<file path="src/rtl/pc_sequencer.sv">
`default_nettype none
// ============================================================================
// Module  : pc_sequencer
// Purpose : Fetch/decode/execute control FSM driving PC, IR and ACC strobes,
//           with a saturating fetch watchdog and a retired-instruction count.
// Revision: 1.0  initial release
// ============================================================================
module pc_sequencer #(
    parameter int TIMEOUT = 15
) (
    input  logic       clk,
    input  logic       reset,
    input  logic       run,
    input  logic       mem_ack,
    input  logic [3:0] op,
    input  logic       zero,
    output logic       mem_req,
    output logic       LOAD_IR,
    output logic       INCR_PC,
    output logic       LOAD_PC,
    output logic       LOAD_ACC,
    output logic [2:0] alu_op,
    output logic       halted,
    output logic       fault,
    output logic [7:0] retired
);

    localparam int                c_wd_w    = $clog2(TIMEOUT + 1);
    localparam logic [c_wd_w-1:0] c_wd_last = c_wd_w'(TIMEOUT - 1);
    localparam logic [c_wd_w-1:0] c_wd_max  = c_wd_w'(TIMEOUT);

    typedef enum logic [2:0] {
        S_IDLE   = 3'd0,
        S_FETCH  = 3'd1,
        S_DECODE = 3'd2,
        S_EXEC   = 3'd3,
        S_HALT   = 3'd4
    } state_t;

    state_t              r_state;
    state_t              w_next;
    logic [3:0]          r_op;
    logic [c_wd_w-1:0]   r_wd;
    logic                r_fault;
    logic [7:0]          r_retired;
    logic                w_illegal;
    logic                w_timeout;
    logic                w_retire;

    assign w_illegal = (r_op >= 4'hB) && (r_op <= 4'hE);
    assign w_timeout = (r_state == S_FETCH) && !mem_ack && (r_wd == c_wd_last);
    assign w_retire  = (r_state == S_EXEC) && !w_illegal;

    always_ff @(posedge clk or posedge reset) begin
        if (reset) begin
            r_state   <= S_IDLE;
            r_op      <= 4'h0;
            r_wd      <= '0;
            r_fault   <= 1'b0;
            r_retired <= 8'h00;
        end else begin
            r_state <= w_next;
            if (r_state == S_DECODE) begin
                r_op <= op;
            end
            // Watchdog saturates at TIMEOUT so it can never wrap back to a safe value.
            if (r_state == S_FETCH) begin
                if (mem_ack) begin
                    r_wd <= '0;
                end else if (r_wd != c_wd_max) begin
                    r_wd <= r_wd + 1'b1;
                end
            end
            if (w_timeout || ((r_state == S_EXEC) && w_illegal)) begin
                r_fault <= 1'b1;
            end
            if (w_retire) begin
                r_retired <= r_retired + 8'd1;
            end
        end
    end

    always_comb begin
        w_next   = r_state;
        mem_req  = 1'b0;
        LOAD_IR  = 1'b0;
        INCR_PC  = 1'b0;
        LOAD_PC  = 1'b0;
        LOAD_ACC = 1'b0;
        alu_op   = 3'd0;
        halted   = 1'b0;
        case (r_state)
            S_IDLE: begin
                if (run) begin
                    w_next = S_FETCH;
                end
            end
            S_FETCH: begin
                mem_req = 1'b1;
                if (mem_ack) begin
                    LOAD_IR = 1'b1;
                    INCR_PC = 1'b1;
                    w_next  = S_DECODE;
                end else if (w_timeout) begin
                    w_next = S_HALT;
                end
            end
            S_DECODE: begin
                w_next = S_EXEC;
            end
            S_EXEC: begin
                case (r_op)
                    4'h1, 4'h2, 4'h3, 4'h4, 4'h5, 4'h6, 4'h7: begin
                        LOAD_ACC = 1'b1;
                        alu_op   = r_op[2:0];
                    end
                    4'h8:    LOAD_PC = 1'b1;
                    4'h9:    LOAD_PC = zero;
                    4'hA:    LOAD_PC = ~zero;
                    default: ;
                endcase
                if ((r_op == 4'hF) || w_illegal) begin
                    w_next = S_HALT;
                end else if (run) begin
                    w_next = S_FETCH;
                end else begin
                    w_next = S_IDLE;
                end
            end
            S_HALT: begin
                halted = 1'b1;
            end
            default: begin
                w_next = S_IDLE;
            end
        endcase
    end

    assign fault   = r_fault;
    assign retired = r_retired;

endmodule
`default_nettype wire

</file>
<file path="config.mk">
export PLATFORM = sky130hd
export DESIGN_NAME = pc_sequencer
export DESIGN_NICKNAME = d
export VERILOG_FILES = /design/src/rtl/pc_sequencer.sv
export SDC_FILE = /design/constraint.sdc
export NUM_CORES = 1
export LEC_CHECK = 0
export CAP_MARGIN = 10
export CORE_ASPECT_RATIO = 0.6
export CORE_MARGIN = 2
export CORE_UTILIZATION = 48
export DETAILED_ROUTE_END_ITERATION = 8
export PLACE_DENSITY_LB_ADDON = 0.25
export REMOVE_ABC_BUFFERS = 1
export SETUP_SLACK_MARGIN = 0.4
export SLEW_MARGIN = 10
export SYNTH_ARGS = -nofsm -noshare
export SYNTH_HDL_FRONTEND = slang
export SYNTH_SLANG_ARGS = --single-unit
</file>
<file path="constraint.sdc">
create_clock -name clk -period 1.5 [get_ports clk]
set_input_delay 0.3 -clock clk [delete_from_list [all_inputs] [get_ports clk]]
set_output_delay 0.3 -clock clk [all_outputs]
set_load 0.01 [all_outputs]
</file>
==> results.yml, run 1 <==
outcome:
  status: "finished with violations"
  violations: "setup timing"
critical_path:
  crit_required_ns: 1.20
  crit_cells: 4
  crit_family: "flip-flops"
  r2r_slack_ns: -0.05
  r2r_cells: 5
  cp-start-kind: "flop"
  endpoint: "LOAD_PC"
  critPathMaxFanout: 3
  r2r_start: "r_op[2]"
  arrival_ns: 1.33
  path_buf_inv: 2
  critical_path.reg2reg.endpoint: "retired[7]"
  cp-end-kind: "primary output"
  path_cells: "nand3b_1 > buf_6 > nor4_4 > buf_2"
  crit_slowest_cell: "dfrtp_1"
  startpoint: "r_state[2]"
  critical-path-max-stage-delay_ns: 0.40
  path_class: "reg -> out"
clock_tree:
  clkSinkCount: 20
  numCtsBuffers: 3
  hold_buffers: 0
  clock-root-buffer: "clkbuf_8"
  path_clk_slew_ns: 0.07
  worstSkewPairLatency_ns: 0.26
  cts_tree: "yes"
  cts_max_path_buffers: 2
  htreeDepth: 1
layout:
  synthToLayoutAreaGrowth_pct: 69.52
  fin_nets: 181
  diodes: 0
  nFillCells: 106
  multiInputGateArea_um2: 749.5
  register_area_um2: 505.5
  drive_gt1_frac: 0.6108
sta:
  setup_tns_ns: -0.9526
  min_period_over_period: 1.088
  setup_viol: 15
  timing.final.ws_setup_ns: -0.1316
  clock_skew_ns: 0.005046
  slew_headroom: 0.7751
  hold_viol_final: 0
  tightest_slew_ns: 0.3358
  rsz0062_at_grt: "true"
  fmax_ghz: 0.6129
  period_needed_ns: 1.632
  hold_ws_ns: 0.3819
  slew_violations: 0
grt:
  grt.total_usage: 0.2559
  gr-total-overflow: 0
  grt_max_degree: 21
  grt_antenna_before_repair: 0
  grt_pass1_vias: 969
  grt_pass1_wl_mm: 4.885
placement:
  dp_hpwl_mm: 1.903
  gp_congestion: 0.7747
  pre_cts_ws_ns: -0.6484
  portBuffers: 26
power_and_ir_drop:
  leakage_nw: 0.8910
  power.density_nw_per_um2: 1928
  ir_drop_mv: 1.135
floorplan:
  die_h_um: 41.29
  core_area_um2: 2180
  rows: 13
  initial_utilization: 0.5103
  die_w_um: 66.15
  die-area_um2: 2731
  io_pins: 27
yosys:
  postSynthAreaPerCell_um2: 10.49
  synth_seq_cells: 20
  syn_area_um2: 1112
  synth_area_leader_cell: "dfrtp_1"
  async_flop_share: 1.000
  yosysWarnings: 0
  syn-instance-count: 106
  seq_area_frac_synth: 0.4499
  ys.flop_type: "dfrtp_1"
  synth_edf_count: 0
  yosysUniqueCellTypes: 39
  synth_most_common_cell: "dfrtp_1"
  synth_top_cell_area_share: 0.4499
  synthTopCellsByCount: "dfrtp_1 (20), nand2_1 (9), a21oi_1 (6)"
  ys_top_cells_by_area: "dfrtp_1 (45%), mux2_2 (5.1%), ha_1 (3.4%)"
drt:
  postRouteAntennaNets: 0
  drtPass1Iterations: 4
  wl_per_cell_um: 19.56
  viasPerCell: 5.777
  route.detailed.drc: 0
  drt_iter0_drc: 59
  drt_wl_total_mm: 3.854
  vias: 1138
min_path:
  hold_path_class: "in -> async"
run:
  maxCapViolCount: 0
worst min path at each step:
stage            endpoint  slack (ns)  cells after the start
6_report       retired[7]        0.38                      3
2_1_floorplan       fault        0.26                      1
4_1_cts        retired[5]        0.40                      3
5_1_grt        retired[7]        0.42                      3
3_5_place_dp   retired[7]        0.46                      1
3_3_place_gp   retired[7]        0.46                      1
layer usage:
metal,part of all wire,track usage,vias up
li1,-,-,501
met1,0.40,0.3339,563
met5,0,0,-
met3,0.081,0.06452,14
met2,0.49,0.4525,60
met4,0.019,0.04592,0
per-stage QoR:
step / power (mW) / cell area (µm²) / instances / utilization
4_1_cts: 3.084 / 1704 / 190 / 0.7819
2_1_floorplan: 1.629 / 1072 / 100 / -
6_report: 3.635 / 1886 / 197 / 0.8651
3_3_place_gp: 2.279 / 1490 / 172 / 0.6837
3_5_place_dp: 2.345 / 1490 / 172 / 0.6837
5_1_grt: 3.813 / 1886 / 197 / 0.8651
flip-flops by register name (all words and copies together) (netlist names):
signal,flops
r_state,3
retired,8
fault,1
r_op,4
r_wd,4
what timing repair did:
action                     4_1_cts  5_1_grt
pin swaps                       19       10
gates resized for setup        110       28
buffers inserted                15        7
setup endpoints to repair       37       35
area by class of cell:
type,count,area share
well taps,30,0.01991
clock buffers,3,0.02190
repair buffers,64,0.2847
multi-input cells,76,0.3975
flip-flops and latches,20,0.2681
inverters,4,0.007963
cells by family after synthesis:
family,share of synthesized area
xor gates and xnor gates,0.06299
AOI/OAI and AO/OA,0.1192
adders and majority gates,0.03375
buffers and inverters,0.04947
DFF,0.4499
muxes,0.06861
and+or+nand+nor,0.2160
worst register-to-register path: cells and delay by family (launching register included):
| family | cells | cell delay [ns] |
|---|---|---|
| xor+xnor | 1 | 0.18 |
| buf+inv | 1 | 0.16 |
| compound gates | 1 | 0.25 |
| flops | 1 | 0.46 |
| simple gates | 2 | 0.38 |
power breakdown:
group | total (mW) | switching [mW] | internal, mW | leakage, nW
sequential | 0.954 | 0.219 | 0.735 | 0.249
clock | 0.353 | 0.173 | 0.179 | 0.0216
combinational | 2.33 | 1.06 | 1.27 | 0.621
total | 3.63 | 1.45 | 2.18 | 0.891
layout by cell type (no fill, tap or decap), types with 4 or more instances in the layout:
cell | netlist | layout
buf_4 | 2 | 27
dfrtp_1 | 20 | 16
buf_6 | 1 | 16
buf_2 | 1 | 12
clkdlybuf4s50_1 | 0 | 7
nand2_1 | 9 | 6
mux2_4 | 0 | 5
nand3_1 | 5 | 4
xor2_1 | 4 | 4
dfrtp_2 | 0 | 4
No activity file was read; power rests on OpenSTA's default activity.
==> run 2, diff against run 1 <==
--- a/config.mk
+++ b/config.mk
@@ -6,9 +6,11 @@
 export NUM_CORES = 1
 export LEC_CHECK = 0
 export CAP_MARGIN = 10
+export CELL_PAD_IN_SITES_DETAIL_PLACEMENT = 1
+export CELL_PAD_IN_SITES_GLOBAL_PLACEMENT = 1
 export CORE_ASPECT_RATIO = 0.6
 export CORE_MARGIN = 2
-export CORE_UTILIZATION = 48
+export CORE_UTILIZATION = 37
 export DETAILED_ROUTE_END_ITERATION = 8
 export PLACE_DENSITY_LB_ADDON = 0.25
 export REMOVE_ABC_BUFFERS = 1
==> run 2 against run 1 <==
The flow still finishes with violations (setup timing); clock power is 18% higher; cell area is 7.0% higher; die area is 27% higher; utilization is 16 points lower; setup slack worse by 0.17 ns; worst hold slack better by 0.0075 ns; sequential power is 2% higher; routed wire length is 28% higher; sequential share of layout area is 1.9 points lower; register-to-register slack worse by 0.17 ns; first-iteration DRC count is 34% higher; critical path type unchanged; combinational power is 18% higher.
==> results.yml, run 2 (synthesized netlist as in run 1, its figures left out) <==
outcome:
  status: "finished with violations"
  violations: "setup timing"
sta:
  timing.final.ws_setup_ns: -0.2998
  period_needed_ns: 1.800
  clock_skew_ns: 0.004964
  min_period_over_period: 1.200
  fmax_ghz: 0.5556
  slew_headroom: 0.7558
  hold_viol_final: 0
  tightest_slew_ns: 0.3646
  rsz0062_at_grt: "true"
  setup_viol: 19
  slew_violations: 0
floorplan:
  rows: 15
  die_w_um: 74.79
  initial_utilization: 0.3874
  io_pins: 27
  die_h_um: 46.47
  die-area_um2: 3475
  core_area_um2: 2872
power_and_ir_drop:
  power_mw: 4.125
  leakage_nw: 0.9740
  clkPwrFrac: 0.101
  power.internal_mw: 2.471
  p_sw_frac: 0.4010
  p_seq_frac: 0.235
  power.density_nw_per_um2: 2044
  netSwitchingPower_mw: 1.654
  power_frac_comb: 0.664
  ir_drop_mv: 1.222
placement:
  gp_congestion: 0.7491
  dp_hpwl_mm: 2.207
  portBuffers: 26
  dp_cells: 187
clock_tree:
  worstSkewPairLatency_ns: 0.26
  path_clk_slew_ns: 0.08
  numCtsBuffers: 3
  clkSinkCount: 20
  cts_max_path_buffers: 2
  cts_tree: "yes"
  htreeDepth: 1
  clock-root-buffer: "clkbuf_8"
  hold_buffers: 0
critical_path:
  crit_required_ns: 1.20
  arrival_ns: 1.50
  crit_cells: 4
  cp-start-kind: "flop"
  path_class: "reg -> out"
  path_cells: "nand3b_1 > buf_6 > nor4_4 > buf_2"
  r2r_cells: 7
  endpoint: "LOAD_PC"
  path_buf_inv: 2
  cp-end-kind: "primary output"
  critical_path.reg2reg.endpoint: "retired[7]"
  startpoint: "r_state[2]"
  critPathMaxFanout: 3
  critical-path-max-stage-delay_ns: 0.45
  r2r_start: "r_state[2]"
  crit_slowest_cell: "dfrtp_1"
  crit_family: "flip-flops"
  r2r_slack_ns: -0.22
grt:
  grt_max_degree: 21
  grt_antenna_before_repair: 0
  grt_use_met2: 0.4655
  busiest_layer: "met2"
  use_met3: 0.04376
  grt_use_met1: 0.3279
  gr-total-overflow: 0
  grt_pass1_vias: 1224
  grt_pass1_wl_mm: 6.403
  grt.total_usage: 0.2559
layout:
  fin_nets: 192
  fin_cells: 221
  drive_gt1_frac: 0.6145
  largest_register_ffs: 8
  final_common_cell: "buf_4"
  synthToLayoutAreaGrowth_pct: 81.44
  diodes: 0
  final_cell_mix: "buf_4 (30), buf_6 (26), dfrtp_1 (18)"
  nFillCells: 300
min_path:
  hold_path_class: "in -> async"
drt:
  drt_iter0_drc: 79
  route.detailed.drc: 0
  viasPerCell: 5.367
  drtPass1Iterations: 6
  wl_per_cell_um: 22.35
  postRouteAntennaNets: 0
  drt_wl_total_mm: 4.940
  vias: 1186
run:
  maxCapViolCount: 0
[run 2: layer usage]
layer  share of wire  vias to the layer above  routed length, µm
met5               0                        -                  0
met4           0.023                        0                112
met3           0.052                       14                255
met2            0.50                       49               2446
met1            0.43                      605               2125
li1                -                      518                  -
[run 2: worst register-to-register path, cell delays in order, from the launching register on]
cell and delay, ns:
dfrtp_1 0.45, buf_6 0.15, and3b_2 0.28, buf_6 0.11, buf_6 0.10, o211ai_4 0.13
nor4_4 0.22, xor2_1 0.21
[run 2: worst min-delay path by stage]
stage / start / to / slack (ns)
2_1_floorplan: reset / fault / 0.26
3_3_place_gp: retired[7] / retired[7] / 0.46
3_5_place_dp: fault / fault / 0.46
4_1_cts: reset / retired[7] / 0.38
5_1_grt: reset / retired[7] / 0.43
6_report: reset / r_state[2] / 0.39
[run 2: what timing repair did]
action                     CTS  global route
gates resized for setup    118            23
pin swaps                   24            14
setup buffers               23             7
setup endpoints to repair   37            38
[run 2: cell type report]
class / instances / area [µm²] / share of cell area
tap: 42 / 52.55 / 0.02604
multi-input combinational: 76 / 740.7 / 0.3670
clock buffer: 4 / 55.05 / 0.02728
timing repair buffer: 75 / 651.9 / 0.3230
inverter: 4 / 15.01 / 0.007440
sequential: 20 / 503.0 / 0.2492
[run 2: metrics by stage]
stage | hold slack [ns] | worst slack [ns] | instance area [µm²] | util | TNS, ns
2_1_floorplan | 0.2638 | 0.03445 | 1072 | - | 0
3_3_place_gp | 0.4561 | -0.7156 | 1528 | 0.5320 | -2.763
3_5_place_dp | 0.4617 | -0.7214 | 1528 | 0.5320 | -3.296
4_1_cts | 0.3814 | -0.1765 | 1856 | 0.6462 | -1.568
5_1_grt | 0.4344 | -0.3328 | 2018 | 0.7028 | -3.938
6_report | 0.3894 | -0.2998 | 2018 | 0.7028 | -3.032
[run 2: power groups by stage]
stage          sequential [mW]  combinational [mW]  clock [mW]
6_report                 0.970                2.74       0.418
5_1_grt                  0.985                2.87       0.459
4_1_cts                  0.916                2.20       0.417
3_5_place_dp             0.937                1.49           0
3_3_place_gp             0.913                1.42           0
2_1_floorplan            0.965               0.664           0
